`src/rtl/mem_stage_pkg.sv`:
```
// Shared definitions for the memory stage: operation encodings, controller
// state encoding, stack-pointer update commands and the stack-pointer reset value.
// Imported by mem_access_ctrl and stack_pointer.
package mem_stage_pkg;

    // Operation code carried on req_op from the EX/MEM register.
    typedef enum logic [2:0] {
        OP_NOP    = 3'd0,
        OP_LOAD   = 3'd1,
        OP_STORE  = 3'd2,
        OP_PUSH   = 3'd3,
        OP_POP    = 3'd4,
        OP_PUSH32 = 3'd5,
        OP_POP32  = 3'd6,
        OP_NOP7   = 3'd7
    } mem_op_e;

    // Access controller states. The multi-cycle operations pass through
    // WR_LO (second half of PUSH32), RD_HI (second read of POP32) and
    // RD_LAST (the cycle in which read data is returned).
    typedef enum logic [1:0] {
        ST_IDLE    = 2'd0,
        ST_WR_LO   = 2'd1,
        ST_RD_HI   = 2'd2,
        ST_RD_LAST = 2'd3
    } mem_state_e;

    // Stack-pointer update command for the current cycle.
    typedef enum logic [2:0] {
        SP_HOLD = 3'd0,
        SP_INC1 = 3'd1,
        SP_INC2 = 3'd2,
        SP_DEC1 = 3'd3,
        SP_DEC2 = 3'd4
    } sp_upd_e;

    // The stack starts at the top of data memory: all ones at whatever
    // address width the instance uses, so users take the low ADDR_SIZE bits.
    localparam logic [31:0] SP_RESET = 32'hFFFF_FFFF;

endpackage

```
`src/rtl/stack_pointer.sv`:
```
// Stack pointer register with +1/+2/-1/-2 update, wrapping modulo 2**ADDR_SIZE.
// Latency: the update command takes effect on the next rising edge of clk.
// Backpressure: none; the pointer holds whenever i_upd is SP_HOLD.
// Ports:
//   clk, rst : clock and synchronous active-high reset (pointer <= top of memory)
//   i_upd    : update command for this cycle
//   o_sp     : current stack pointer
module stack_pointer
    import mem_stage_pkg::*;
#(
    parameter int ADDR_SIZE = 11
) (
    input  logic                 clk,
    input  logic                 rst,
    input  sp_upd_e              i_upd,
    output logic [ADDR_SIZE-1:0] o_sp
);

    logic [ADDR_SIZE-1:0] r_sp;
    logic [ADDR_SIZE-1:0] w_sp_nxt;

    // Plain ADDR_SIZE-bit arithmetic gives the required wrap-around for free.
    always_comb begin
        w_sp_nxt = r_sp;
        case (i_upd)
            SP_INC1: w_sp_nxt = r_sp + ADDR_SIZE'(1);
            SP_INC2: w_sp_nxt = r_sp + ADDR_SIZE'(2);
            SP_DEC1: w_sp_nxt = r_sp - ADDR_SIZE'(1);
            SP_DEC2: w_sp_nxt = r_sp - ADDR_SIZE'(2);
            default: w_sp_nxt = r_sp;
        endcase
    end

    always_ff @(posedge clk) begin
        if (rst) begin
            r_sp <= SP_RESET[ADDR_SIZE-1:0];
        end else begin
            r_sp <= w_sp_nxt;
        end
    end

    assign o_sp = r_sp;

endmodule

```
`src/rtl/mem_access_ctrl.sv`:
```
// Memory-stage access controller: turns LOAD/STORE/PUSH/POP/PUSH32/POP32 into
// single-word data memory strobes, splitting 32-bit stack ops into two accesses.
// Latency: STORE/PUSH 1 cycle, LOAD/POP/PUSH32 2 cycles, POP32 3 cycles.
// Backpressure: stall=1 freezes upstream, which holds the request inputs until
// the operation's final cycle; request inputs are only decoded in IDLE.
// Ports:
//   clk, rst              : clock, synchronous active-high reset
//   req_valid/op/addr/wdata : request from the EX/MEM register
//   mem_read/write/addr/wd  : data memory strobes, address, write data
//   mem_rd                : data memory read data, one cycle after mem_read
//   stall                 : hold upstream stages this cycle
//   resp_valid/resp_data  : read result for MEM/WB
//   sp                    : current stack pointer
module mem_access_ctrl
    import mem_stage_pkg::*;
#(
    parameter int WORD_SIZE = 16,
    parameter int ADDR_SIZE = 11
) (
    input  logic                   clk,
    input  logic                   rst,
    input  logic                   req_valid,
    input  logic [2:0]             req_op,
    input  logic [ADDR_SIZE-1:0]   req_addr,
    input  logic [2*WORD_SIZE-1:0] req_wdata,
    output logic                   mem_read,
    output logic                   mem_write,
    output logic [ADDR_SIZE-1:0]   mem_addr,
    output logic [WORD_SIZE-1:0]   mem_wd,
    input  logic [WORD_SIZE-1:0]   mem_rd,
    output logic                   stall,
    output logic                   resp_valid,
    output logic [2*WORD_SIZE-1:0] resp_data,
    output logic [ADDR_SIZE-1:0]   sp
);

    mem_state_e             r_state;
    logic                   r_is32;     // RD_LAST belongs to a POP32
    logic [WORD_SIZE-1:0]   r_lo;       // low half captured in RD_HI

    mem_op_e                w_op;
    mem_state_e             w_state_nxt;
    logic                   w_is32_nxt;
    logic                   w_latch_lo;
    sp_upd_e                w_sp_upd;
    logic [ADDR_SIZE-1:0]   w_sp;
    logic                   w_rd;
    logic                   w_wr;
    logic [ADDR_SIZE-1:0]   w_addr;
    logic [WORD_SIZE-1:0]   w_wd;
    logic                   w_stall;
    logic                   w_resp_vld;
    logic [2*WORD_SIZE-1:0] w_resp_dat;

    assign w_op = mem_op_e'(req_op);

    stack_pointer #(
        .ADDR_SIZE (ADDR_SIZE)
    ) u_stack_pointer (
        .clk   (clk),
        .rst   (rst),
        .i_upd (w_sp_upd),
        .o_sp  (w_sp)
    );

    // Strobes, address and response are combinational from state and request
    // so that single-cycle ops complete in the cycle they are presented.
    always_comb begin
        w_state_nxt = r_state;
        w_is32_nxt  = r_is32;
        w_latch_lo  = 1'b0;
        w_sp_upd    = SP_HOLD;
        w_rd        = 1'b0;
        w_wr        = 1'b0;
        w_addr      = '0;
        w_wd        = '0;
        w_stall     = 1'b0;
        w_resp_vld  = 1'b0;
        w_resp_dat  = '0;

        case (r_state)
            ST_IDLE: begin
                if (req_valid) begin
                    case (w_op)
                        OP_STORE: begin
                            w_wr   = 1'b1;
                            w_addr = req_addr;
                            w_wd   = req_wdata[WORD_SIZE-1:0];
                        end
                        OP_PUSH: begin
                            // sp points at the next free slot; stack grows down.
                            w_wr     = 1'b1;
                            w_addr   = w_sp;
                            w_wd     = req_wdata[WORD_SIZE-1:0];
                            w_sp_upd = SP_DEC1;
                        end
                        OP_LOAD: begin
                            w_rd        = 1'b1;
                            w_addr      = req_addr;
                            w_stall     = 1'b1;
                            w_is32_nxt  = 1'b0;
                            w_state_nxt = ST_RD_LAST;
                        end
                        OP_POP: begin
                            w_rd        = 1'b1;
                            w_addr      = w_sp + ADDR_SIZE'(1);
                            w_sp_upd    = SP_INC1;
                            w_stall     = 1'b1;
                            w_is32_nxt  = 1'b0;
                            w_state_nxt = ST_RD_LAST;
                        end
                        OP_PUSH32: begin
                            // High half goes to the higher address so a
                            // POP32 reads low first, then high.
                            w_wr        = 1'b1;
                            w_addr      = w_sp;
                            w_wd        = req_wdata[2*WORD_SIZE-1:WORD_SIZE];
                            w_stall     = 1'b1;
                            w_state_nxt = ST_WR_LO;
                        end
                        OP_POP32: begin
                            // sp is left alone until RD_HI so both reads use
                            // the same base.
                            w_rd        = 1'b1;
                            w_addr      = w_sp + ADDR_SIZE'(1);
                            w_stall     = 1'b1;
                            w_is32_nxt  = 1'b1;
                            w_state_nxt = ST_RD_HI;
                        end
                        default: begin
                            // NOP encodings: no access.
                        end
                    endcase
                end
            end

            ST_WR_LO: begin
                // Upstream still holds req_wdata because stall was high.
                w_wr        = 1'b1;
                w_addr      = w_sp - ADDR_SIZE'(1);
                w_wd        = req_wdata[WORD_SIZE-1:0];
                w_sp_upd    = SP_DEC2;
                w_state_nxt = ST_IDLE;
            end

            ST_RD_HI: begin
                w_latch_lo  = 1'b1;
                w_rd        = 1'b1;
                w_addr      = w_sp + ADDR_SIZE'(2);
                w_sp_upd    = SP_INC2;
                w_stall     = 1'b1;
                w_state_nxt = ST_RD_LAST;
            end

            ST_RD_LAST: begin
                w_resp_vld = 1'b1;
                if (r_is32) begin
                    w_resp_dat = {mem_rd, r_lo};
                end else begin
                    w_resp_dat = {{WORD_SIZE{1'b0}}, mem_rd};
                end
                w_state_nxt = ST_IDLE;
            end

            default: begin
                w_state_nxt = ST_IDLE;
            end
        endcase

        // Reset kills any in-flight operation immediately: no strobe, stall,
        // response or pointer movement in the reset cycle itself.
        if (rst) begin
            w_rd       = 1'b0;
            w_wr       = 1'b0;
            w_stall    = 1'b0;
            w_resp_vld = 1'b0;
            w_latch_lo = 1'b0;
            w_sp_upd   = SP_HOLD;
        end
    end

    always_ff @(posedge clk) begin
        if (rst) begin
            r_state <= ST_IDLE;
            r_is32  <= 1'b0;
            r_lo    <= '0;
        end else begin
            r_state <= w_state_nxt;
            r_is32  <= w_is32_nxt;
            if (w_latch_lo) begin
                r_lo <= mem_rd;
            end
        end
    end

    assign mem_read   = w_rd;
    assign mem_write  = w_wr;
    assign mem_addr   = w_addr;
    assign mem_wd     = w_wd;
    assign stall      = w_stall;
    assign resp_valid = w_resp_vld;
    assign resp_data  = w_resp_dat;
    assign sp         = w_sp;

endmodule

```
`config.mk`:
```
export PLATFORM = sky130hd
export DESIGN_NAME = mem_access_ctrl
export DESIGN_NICKNAME = d
export VERILOG_FILES = /design/src/rtl/mem_stage_pkg.sv /design/src/rtl/stack_pointer.sv /design/src/rtl/mem_access_ctrl.sv
export SDC_FILE = /design/constraint.sdc
export NUM_CORES = 1
export LEC_CHECK = 0
export CAP_MARGIN = 10
export CORE_MARGIN = 2
export CORE_UTILIZATION = 50
export CTS_CLUSTER_SIZE = 25
export DETAILED_ROUTE_END_ITERATION = 8
export PLACE_DENSITY = 0.88
export SYNTH_ARGS = -nofsm -noshare
export SYNTH_HDL_FRONTEND = slang
export SYNTH_HIERARCHICAL = 1
export SYNTH_SLANG_ARGS = --single-unit
```
`constraint.sdc`:
```
create_clock -name clk -period 6.1 [get_ports clk]
set_input_delay 0.61 -clock clk [delete_from_list [all_inputs] [get_ports clk]]
set_output_delay 0.61 -clock clk [all_outputs]
set_load 0.01 [all_outputs]
```
==> metrics.md <==
| Metric | Value |
|---|---|
| CP Max Fanout | `18` |
| Global-route wire length before repair | `21400 µm` |
| Crit-path slowest cell | `clkdlybuf4s50_1` |
| Clk_skew | `0.00834 ns` |
| Unrepaired setup endpoints after global routing | `false` |
| Initial antenna violation count | `0` |
| RR Endpoint | `u_stack_pointer/o_sp[4]` |
| Final Hold Fails | `0` |
| CP Class | `input port to flop` |
| Clk slew on worst S/H paths | `0.08 ns` |
| Crit start category | `input port` |
| Max Cap Viol | `0` |
| Number of global-route vias before repair | `4294` |
| Hold depth | `2` |
| Maximum achievable frequency | `211 MHz` |
| Hold EP | `r_lo[9]` |
| Initial Util | `51.3%` |
| Htree depth | `2` |
| Worst EP arrival | `around 4.9 ns` |
| Sequential share of power | `27.5%` |
| Ys async rst share | `0%` |
| Seq cells post-synth | `30` |
| Hold WC Path Type | `flop to flop` |
| Post-layout instance area | `5310 µm²` |
| Leak | `between 2 and 2.5 nW` |
| Synthesized area | `3930 µm²` |
| Slew margin rel. | `34.3%` |
| Most frequent cell after synthesis | `nand2_1` |
| Post-synth top cells | `nand2_1, nor2_1, a21oi_1` |
| EDFF count, synth | `0` |
| Tcrit/Tclk final | `77.9%` |
| Total I/O pin count | `roughly 140` |
| Clock Path Buffers | `2` |
| Die Span X | `between 90 and 100 µm` |
| Worst Setup End Kind | `flop` |
| Gate power share | `a little over half` |
| Crit-path cells | `clkdlybuf4s50_1, inv_2, nor2_2, a31oi_1, nor3_1, buf_4, nand3b_1, xnor2_1, ha_1, nor2_1, a21oi_1, o21ai_0, nor2_1, a2111oi_0, o311ai_0` |
| Synth Instances | `539` |
| Synth top area share | `15.3%` |
| R2r startpoint | `r_state[0]` |
| DR vias/cell | `about 6.2` |
| TritonRoute pass-1 iters | `6` |
| Drt total wl | `13800 µm` |
| PortBufs | `138` |
| Crit-path max cell delay | `0.99 ns` |
| PostCTS Resize Cnt | `0` |
| Sequential element share of the synthesized area | `approximately 15%` |
| Clk pwr share | `18.1%` |
| Min-delay src | `r_lo[9]` |
| Synth Warn # | `6` |
| Post-DP Area | `about 5200 µm²` |
| Final Non-Filler Cells | `749` |
| Leading area contributor after synthesis | `dfxtp_1` |
| Post-synthesis net count | `619` |
| Worst slew pin tran | `~0.98 ns` |
| Peak supply drop | `126 µV` |
| Detailed router's first-iteration violation count | `497` |
| Setup TNS | `0 ns` |
| Min Tclk post-route | `between 4 and 5 ns` |
| Placed Instances | `~740` |
| Post-route ant nets | `0` |
| Gpl congestion | `0.986` |
| Nets | `approximately 730` |
| Synth-to-Final Area Change | `35.4%` |
| Core area | `approximately 7600 µm²` |
| Share of layout cells above drive strength 1 | `6.18%` |
| Worst path most repeated cell | `nor2_1` |
| Syn avg cell area | `7.28 µm²` |
| Post-DP HPWL | `10200 µm` |
| Pwr/cell area | `183 nW/µm²` |
| CTS Root Cell | `clkbuf_8` |
| Sw frac | `41.3%` |
| Hold buffer count at cts | `0` |
| Die span in y | `slightly above 90 µm` |
| Status | `complete, no violations` |
| Total GRT Usage | `between 30% and 40%` |
| CTS tree | `done` |
| Number of inserted diodes | `0` |
| Placement Rows | `32` |
| DRC errors left | `0` |
| Reg2reg path depth | `12` |
| Pint | `0.569 mW` |
| Clk_lat worst skew | `0.28 ns` |
| Final Max Tran Viols | `0` |
| Synth cell types | `72` |
| Synth area leaders | `dfxtp_1, nand2_1, mux2i_1, a21oi_1, xnor2_1` |
| Worst path required time | `6.24 ns` |
| WHS | `roughly 0.46 ns` |
| Final setup fails | `0` |
| Total global routing overflow | `0` |
| Setup Buffers After CTS | `0` |
| Clock sink count | `30` |
| Top FF cell, synth | `dfxtp_1` |
| P_sw | `0.401 mW` |
| Largest net degree at the start of global routing | `35` |
| Die ar. | `roughly 8600 µm²` |
| CTS buffer count | `5` |
| Final Worst Setup Slack | `1.35 ns` |
| Wire per inst | `18.4 µm` |
| DR vias | `4631` |
| Place WS | `1.22 ns` |
| R2R Setup Slk | `1.92 ns` |
-- critical path: cells and delay by family --
| kind | cells | cell delay [ns] |
|---|---|---|
| fa+ha+maj | 1 | 0.34 |
| compound gates | 5 | 1.22 |
| xor+xnor | 1 | 0.26 |
| simple gates | 5 | 1.01 |
| buf+inv | 3 | 1.43 |
-- cell type report --
type	instances	area, µm²
clock buffers	6	82.6
clock inverters	2	12.5
fillers	627	2330
inverters	13	48.8
multi-input cells	449	2990
flip-flops and latches	30	601
well taps	102	128
repair buffers	147	1450
-- routing by layer --
layer  share of wire (%)  global-route usage [%]
met1                  38                    36.5
met2                  50                    54.7
met3                 9.7                    6.51
met4                 2.4                    11.2
met5                   0                       0
-- stage by stage --
step	utilization (%)	total power, mW
finish	69.5	0.970
floorplan	-	0.614
detailed placement	68.2	0.788
CTS	69.5	0.963
global route	69.5	1.03
global placement	68.2	0.774
-- cells in the final DEF, fill, tap and decap left out, types with 16 or more instances in the layout --
cell type / n
a211oi_1: 17
a21oi_1: 43
a22o_1: 16
and3_1: 24
clkdlybuf4s50_1: 138
dfxtp_1: 30
mux2i_1: 23
nand2_1: 67
nor2_1: 48
nor3_1: 17
o21ai_0: 19
xnor2_1: 23
-- flip-flops by register name, indices dropped and copies added (netlist names) --
signal,flops
r_lo,16
u_stack_pointer/o_sp,11
r_state,2
r_is32,1
-- cell families after synthesis --
group	synth area share, %
flip-flops	15.3
multiplexers	7.20
XOR/XNOR	8.03
AND/OR/NAND/NOR	27.6
AO/OA/AOI/OAI	28.2
buffers and inverters	8.64
adder cells (fa/ha/maj)	4.97
-- worst max-delay path by stage --
stage,startpoint,endpoint,slack [ns],cells past startpoint
after floorplan,req_op[0],u_stack_pointer/o_sp[4],2.21,18
after global placement,req_op[1],u_stack_pointer/o_sp[4],1.50,15
after detailed placement,req_op[1],u_stack_pointer/o_sp[4],1.22,15
after CTS,req_op[1],u_stack_pointer/o_sp[4],1.51,15
after global routing,req_op[1],u_stack_pointer/o_sp[4],0.99,15
final,req_op[1],u_stack_pointer/o_sp[4],1.35,15
-- power groups by stage --
stage	Combinational (mW)	Clock (mW)	Sequential [mW]
after floorplan	0.376	0	0.238
after global placement	0.506	0	0.268
after detailed placement	0.518	0	0.269
after CTS	0.521	0.177	0.265
after global routing	0.572	0.186	0.271
final	0.528	0.175	0.267
Note: power is estimated with default switching activity, not from simulation.
